File: src/rtl/moving_avg_multi.sv
// moving_avg_multi: per-channel moving average (or raw window sum) over a
// power-of-two window. The running sums are exact and never wrap.
//
// Handshake: a sample is accepted on a rising clk edge when ena && in_valid
// && !clear. out_valid pulses for exactly one cycle, one cycle after the
// accept edge, and at the same time out_data shows that accept's result.
// There is no back-pressure, so the block never stalls the producer.
module moving_avg_multi #(
   parameter int CHANNELS = 3,
   parameter int DATA_W   = 2,
   parameter int LOG2_WIN = 2
) (
   input  logic                                   clk,
   input  logic                                   rst_n,
   input  logic                                   ena,
   input  logic                                   in_valid,
   input  logic [CHANNELS*DATA_W-1:0]             in_data,
   input  logic                                   clear,
   input  logic                                   mode,
   input  logic                                   out_en,
   output logic                                   out_valid,
   output logic [CHANNELS*(DATA_W+LOG2_WIN)-1:0]  out_data,
   output logic                                   filled
);

   localparam int WIN   = 1 << LOG2_WIN;
   localparam int OUT_W = DATA_W + LOG2_WIN;
   localparam int CNT_W = LOG2_WIN + 1;
   localparam logic [CNT_W-1:0] WIN_CNT = CNT_W'(WIN);

   // r_hist[c][0] is the oldest sample, r_hist[c][WIN-1] the newest.
   logic [DATA_W-1:0]         r_hist [CHANNELS][WIN];
   logic [OUT_W-1:0]          r_sum  [CHANNELS];
   logic [OUT_W-1:0]          w_sum_next [CHANNELS];
   logic [CHANNELS*OUT_W-1:0] r_out;
   logic [CHANNELS*OUT_W-1:0] w_out_next;
   logic [CNT_W-1:0]          r_count;
   logic [CNT_W-1:0]          w_count_next;
   logic                      r_valid;
   logic                      r_filled;
   logic                      w_accept;
   logic                      w_clear;

   // clear needs ena and always wins over a same-cycle sample.
   assign w_accept = ena && in_valid && !clear;
   assign w_clear  = ena && clear;

   // Saturating count of accepted samples since reset/clear.
   assign w_count_next = (r_count == WIN_CNT) ? WIN_CNT : r_count + CNT_W'(1);

   // Next running sum and the output field selected by mode; the sum cannot
   // overflow because the oldest sample is already part of it.
   always_comb begin
      w_out_next = '0;
      for (int c = 0; c < CHANNELS; c++) begin
         w_sum_next[c] = r_sum[c]
                       + OUT_W'(in_data[c*DATA_W +: DATA_W])
                       - OUT_W'(r_hist[c][0]);
         w_out_next[c*OUT_W +: OUT_W] = mode ? w_sum_next[c]
                                             : (w_sum_next[c] >> LOG2_WIN);
      end
   end

   // History shift registers and running sums, one set per channel.
   always_ff @(posedge clk or negedge rst_n) begin
      if (!rst_n) begin
         for (int c = 0; c < CHANNELS; c++) begin
            r_sum[c] <= '0;
            for (int i = 0; i < WIN; i++) r_hist[c][i] <= '0;
         end
      end else if (w_clear) begin
         for (int c = 0; c < CHANNELS; c++) begin
            r_sum[c] <= '0;
            for (int i = 0; i < WIN; i++) r_hist[c][i] <= '0;
         end
      end else if (w_accept) begin
         for (int c = 0; c < CHANNELS; c++) begin
            r_sum[c] <= w_sum_next[c];
            for (int i = 0; i < WIN - 1; i++) r_hist[c][i] <= r_hist[c][i+1];
            r_hist[c][WIN-1] <= in_data[c*DATA_W +: DATA_W];
         end
      end
   end

   // Fill counter, output register, valid pulse and fill flag.
   always_ff @(posedge clk or negedge rst_n) begin
      if (!rst_n) begin
         r_count  <= '0;
         r_out    <= '0;
         r_valid  <= 1'b0;
         r_filled <= 1'b0;
      end else if (!ena) begin
         r_valid <= 1'b0;
      end else if (w_clear) begin
         r_count  <= '0;
         r_out    <= '0;
         r_valid  <= 1'b0;
         r_filled <= 1'b0;
      end else if (w_accept) begin
         r_count  <= w_count_next;
         r_out    <= w_out_next;
         r_valid  <= 1'b1;
         r_filled <= (w_count_next == WIN_CNT);
      end else begin
         r_valid <= 1'b0;
      end
   end

   // out_en only masks the visible data; state keeps advancing underneath.
   assign out_data  = out_en ? r_out : '0;
   assign out_valid = r_valid;
   assign filled    = r_filled;

endmodule

File: config.mk
export PLATFORM = sky130hd
export DESIGN_NAME = moving_avg_multi
export DESIGN_NICKNAME = d
export VERILOG_FILES = /design/src/rtl/moving_avg_multi.sv
export SDC_FILE = /design/constraint.sdc
export NUM_CORES = 1
export LEC_CHECK = 0
export BUFFER_PORTS_ARGS = -buffer_cell sky130_fd_sc_hd__buf_2
export CORE_MARGIN = 1
export CORE_UTILIZATION = 45
export DETAILED_ROUTE_END_ITERATION = 8
export SLEW_MARGIN = 20
export SYNTH_ARGS = -nofsm -noshare
export SYNTH_HDL_FRONTEND = slang
export SYNTH_SLANG_ARGS = --single-unit
File: constraint.sdc
create_clock -name clk -period 2.68 [get_ports clk]
set_clock_uncertainty 0.1 [all_clocks]
set_input_delay 0.134 -clock clk [delete_from_list [all_inputs] [get_ports clk]]
set_output_delay 0.134 -clock clk [all_outputs]
set_load 0.02 [all_outputs]
==> out/results.ini, run 1 <==
[floorplanning]
initial_utilization_pct=48.0
fp.dieArea_sq_um=6330
coreArea_sq_um=5640
fp.dieW_um=79.6
die_h_um=79.6
ios=27
placementRows=27

[sta]
period_needed_ps=2500
slew_headroom_pct=64.3
rsz0062_at_grt=false
tightest_slew_ps=535
fmax_mhz=400
post-route-period-util_pct=93.2
drv_slew=0
whs_ps=67.5
finalHoldViolCount=0
setup-tns-final_ps=0
setup_viol=0

[run_status]
status=completed

[synthesis]
ys.flop_type=dfrtp_1
yosys.cell_types.count=35
yosysTopAreaCellShare_pct=49.0
ys_warn_count=0
synth_area_leaders=dfrtp_1 49%, a22o_1 8.7%, ha_1 6.5%, fa_1 4.4%, inv_1 4.4%
ys_ff_latch=53
synthesis.nets=281
ys_seq_area_share_pct=49.0
synth_area_sq_um=2710
synth_edf_count=0
synth_cells=248
synthArstFlopShare_pct=100
synth_largest_area_cell=dfrtp_1
syn_area_per_cell_sq_um=10.9

[cts]
cts_sinks=53
clk_latency_ps=300
clk_path_buf_depth=2
numCtsBuffers=5
cts_tree=yes
htree_levels=2
post_cts_buffers=0
clk_pin_slew_worst_paths_ps=90
cts_root_buffer=clkbuf_8

[route]
viasPerCell=5.08
wl_um=4720
drtIter0Drc=71
ant_nets=0
num_vias=1772
drt_drc_violations_left=0
firstDrtPassIters=4
wl_per_cell_um=13.5

[critical_path]
cp_max_fo=3
crit_type=reg2reg
cp-end-kind=flop
required_ps=2770
worstPathArrival_ps=2580
crit_path_start_kind=flop

[global_route]
met1_usage_pct=25.7
grt_util_met2_pct=25.9
antenna_found_initial=0
grt_util_met3_pct=3.43
globalRoute.busiestLayer=met2
grt_first_pass_wirelength_um=8460
grt_overflow=0
grt_pass1_vias=1734
grt_start_max_net_pins=53
grt.total_usage_pct=17.5

[cells_and_area]
final_common_cell=dfrtp_1
syn2layout_area_growth_pct=12.7
register_area_sq_um=1330
fin_nets=309
drive_gt1_share_pct=16.2
layout_common_cells=53 x dfrtp_1, 32 x inv_1, 27 x a22o_1, 27 x nand2_1, 26 x buf_2
multi_input_area_sq_um=1200
diodes=0
fillerInstances=504

[power_and_ir_drop]
p_leak_nw=1.55
vdd_drop_max_mv=0.305
total_power_mw=1.98
cellPowerDensity_nw_per_um2=649

[place]
dp_hpwl_um=3320
gp_congestion=0.723
portBuffers=26

[job]
maxCapViolCount=0

[hold_path]
hold_path.class=in2reg

## metrics by stage
stage | utilization [%] | instance area, sq um | std cells | setup slack, ps
floorplan | - | 2710 | 248 | 262
global placement | 51.3 | 2890 | 337 | 207
detailed placement | 51.3 | 2890 | 337 | 168
CTS | 54.1 | 3050 | 349 | 164
global route | 54.1 | 3050 | 349 | 60.3
finish | 54.1 | 3050 | 349 | 183
## layout make-up
class	count	share of cell area (%)
Inverter	33	4.06
Multi-Input combinational cell	150	39.4
Sequential cell	53	43.5
Timing Repair Buffer	33	6.32
Tap cell	72	2.95
Clock inverter	1	0.984
Clock buffer	7	2.83
## cells in the mapped netlist, types with 2 or more instances
cell type / n
ha_1: 14
mux2i_1: 2
xnor2_1: 4
and2_1: 13
a21o_1: 3
clkbuf_1: 2
a21oi_1: 4
o21ai_1: 5
a22o_1: 27
fa_1: 6
dfrtp_1: 53
nand2_1: 27
buf_2: 8
o21ai_0: 15
xnor3_1: 3
nor3_1: 4
xor2_1: 2
nor2_1: 5
a21oi_2: 3
inv_1: 32
o211ai_1: 2
## layer usage
| layer | up-vias | wire length [um] |
|---|---|---|
| met5 | - | 0 |
| met4 | 0 | 53 |
| met3 | 5 | 218 |
| met2 | 42 | 2030 |
| met1 | 837 | 2410 |
| li1 | 888 | - |
## critical path, cell delays in order (launching register included)
cell and delay [ps]:
dfrtp_1 410, fa_1 560, inv_1 60, ha_1 280, a21o_1 170, a21oi_2 200, mux2_2 350, a211o_1 260
## sequential cells by signal (all words and copies together), names as in the netlist
signal and cells:
out_valid 1, r_sum 12, r_hist 24, filled 1, r_out 12, r_count 3
## power breakdown
group          switching, mW  internal (mW)
combinational          0.269          0.230
sequential            0.0549          0.876
clock                  0.245          0.305
## what timing repair did
action,CTS,global route
setup endpoints to repair,0,0
endpoints found under the hold margin,22,0
resized for setup,0,0
hold buffers,4,0
## cell families (layout without fill, tap and decap cells)
| logic type | Yosys count | count (layout) | share of synthesized area [%] |
|---|---|---|---|
| compound gates | 65 | 65 | 17.7 |
| flops | 53 | 53 | 49.0 |
| xor+xnor | 9 | 9 | 4.44 |
| simple gates | 53 | 53 | 9.76 |
| buf+inv | 45 | 74 | 7.03 |
| fa+ha+maj | 20 | 20 | 10.9 |
| mux | 3 | 3 | 1.16 |
## worst paths after layout
check | startpoint | end | slack [ps] | depth (start not counted)
min in group asynchronous | rst_n | r_out[5] | 220 | 2
max reg2reg | r_hist[15] | r_sum[7] | 180 | 7
max in group asynchronous | rst_n | r_hist[16] | 1650 | 3
min reg2reg | r_out[10] | r_out[10] | 380 | 2
min | in_data[1] | r_hist[17] | 70 | 3
max | r_hist[15] | r_sum[7] | 180 | 7
No activity file was read; power rests on OpenSTA's default activity.
==> run 2, diff against run 1 <==
- REMOVE_ABC_BUFFERS: not set -> 1
==> run 2 against run 1 <==
  * Maximum frequency shrank 1.3%
  * Register-to-register slack worse by 30 ps
  * Via count rose by 2.4%
  * Core utilization barely moved
  * Non-clock buffer count did not move
  * Largest cell class unchanged
  * Design area about the same
  * Routed wire length rose by 3.6%
  * Global-route usage increased by 0.23 points
  * Highest routed layer unchanged
==> out/results.ini, run 2 (synthesized netlist as in run 1, its figures left out) <==
[sta]
setup_viol=0
finalWorstSetupSlack_ps=151
finalHoldViolCount=0
post-route-period-util_pct=94.4
whs_ps=46.9
fmax_mhz=395
setup-tns-final_ps=0
slew_headroom_pct=56.6
drv_slew=0
rsz0062_at_grt=false
period_needed_ps=2530
tightest_slew_ps=650

[floorplanning]
fp.dieW_um=79.6
die_h_um=79.6
ios=27
coreArea_sq_um=5640
initial_utilization_pct=48.0
placementRows=27
fp.dieArea_sq_um=6330

[cells_and_area]
register_area_sq_um=1330
multi_input_area_sq_um=1200
final_common_cell=dfrtp_1
largest_register_ffs=24
drive_gt1_share_pct=16.6
max_flop_register=r_hist
syn2layout_area_growth_pct=12.6
fillerInstances=506
layout_common_cells=53 x dfrtp_1, 32 x inv_1, 27 x a22o_1, 27 x nand2_1, 26 x buf_2
largestRegisters=r_hist x24, r_out x12, r_sum x12
diodes=0
fin_nets=309

[cts]
clk_pin_slew_worst_paths_ps=90
cts_tree=yes
numCtsBuffers=5
cts_root_buffer=clkbuf_8
ctsResizeCount=0
clk_latency_ps=300
htree_levels=2
clk_path_buf_depth=2
cts_sinks=53

[critical_path]
required_ps=2760
cp_max_fo=3
r2r_cells=7
crit_path_start_kind=flop
worstPathArrival_ps=2610
cp-end-kind=flop
crit_type=reg2reg

[power_and_ir_drop]
power_frac_comb_pct=26.2
pwr-share-seq_pct=48.6
p_switching_mw=0.578
cellPowerDensity_nw_per_um2=630
clockPowerShare_pct=25.2
p_sw_share_pct=30.1
total_power_mw=1.92
p_leak_nw=1.55
vdd_drop_max_mv=0.410
p_int_mw=1.34

[global_route]
grt_start_max_net_pins=31
grt_pass1_vias=1857
grt.total_usage_pct=17.7
grt_overflow=0
grt_first_pass_wirelength_um=8670
antenna_found_initial=0

[hold_path]
hold_path.class=in2reg
min_path_cells=3

[place]
gp_congestion=0.735
dp_slack_ps=153
dp_hpwl_um=3420
portBuffers=26

[route]
num_vias=1814
drtIter0Drc=68
ant_nets=0
wl_um=4890
wl_per_cell_um=14.0
viasPerCell=5.20
firstDrtPassIters=4
drt_drc_violations_left=0

[run_status]
status=completed

[job]
maxCapViolCount=0

run 2: cell count changes in the layout (fill, tap and decap cells not counted):
cell and delta:
buf_4 -1, bufinv_16 -1, buf_12 +1, clkinv_2 +1, clkbuf_8 +1, clkbuf_1 -1
run 2: per-stage QoR:
stage,area [sq um],cells,util (%)
global placement,2910,337,51.5
detailed placement,2910,337,51.5
floorplan,2640,236,-
global route,3050,349,54.0
CTS,3050,349,54.0
finish,3050,349,54.0
run 2: power by group through the flow:
stage	registers [mW]	logic [mW]	clock network, mW
3_3_place_gp	0.946	0.495	0
2_1_floorplan	0.935	0.371	0
4_1_cts	0.933	0.513	0.503
3_5_place_dp	0.949	0.503	0
6_report	0.933	0.502	0.484
5_1_grt	0.946	0.569	0.534
run 2: layer usage:
layer / wire length [um] / vias to the layer above / global-route usage, %
li1: - / 892 / -
met1: 2370 / 900 / 23.4
met2: 2390 / 20 / 30.3
met3: 116 / 2 / 3.43
met4: 17 / 0 / 3.27
met5: 0 / - / 0
run 2: critical path, stage by stage (launching register included):
cell and delay [ps]:
dfrtp_1 410, fa_1 560, inv_1 60, ha_1 280, a21o_1 170, a21oi_2 210
mux2_2 350, a211o_1 270
run 2: timing repair:
item | CTS | global route
endpoints found under the setup margin | 0 | 0
hold buffers | 4 | 0
buffers inserted | 0 | 0
endpoints found under the hold margin | 29 | 0
run 2: layout make-up:
| cell class | count | share of cell area (%) |
|---|---|---|
| Sequential cell | 53 | 43.5 |
| Multi-Input combinational cell | 150 | 39.4 |
| Timing Repair Buffer | 33 | 6.73 |
| Inverter | 33 | 4.06 |
| Clock buffer | 7 | 3.16 |
| Tap cell | 72 | 2.96 |
| Clock inverter | 1 | 0.164 |
run 2: path summary, 6_finish.rpt:
kind / startpoint / endpoint / slack (ps)
hold / removal: in_data[1] / r_hist[17] / 50
min in group asynchronous: rst_n / r_out[3] / 290
setup / recovery: r_hist[15] / r_sum[7] / 150
max in group asynchronous: rst_n / r_sum[5] / 1620
setup reg to reg: r_hist[15] / r_sum[7] / 150
hold reg to reg: r_out[10] / r_out[10] / 390
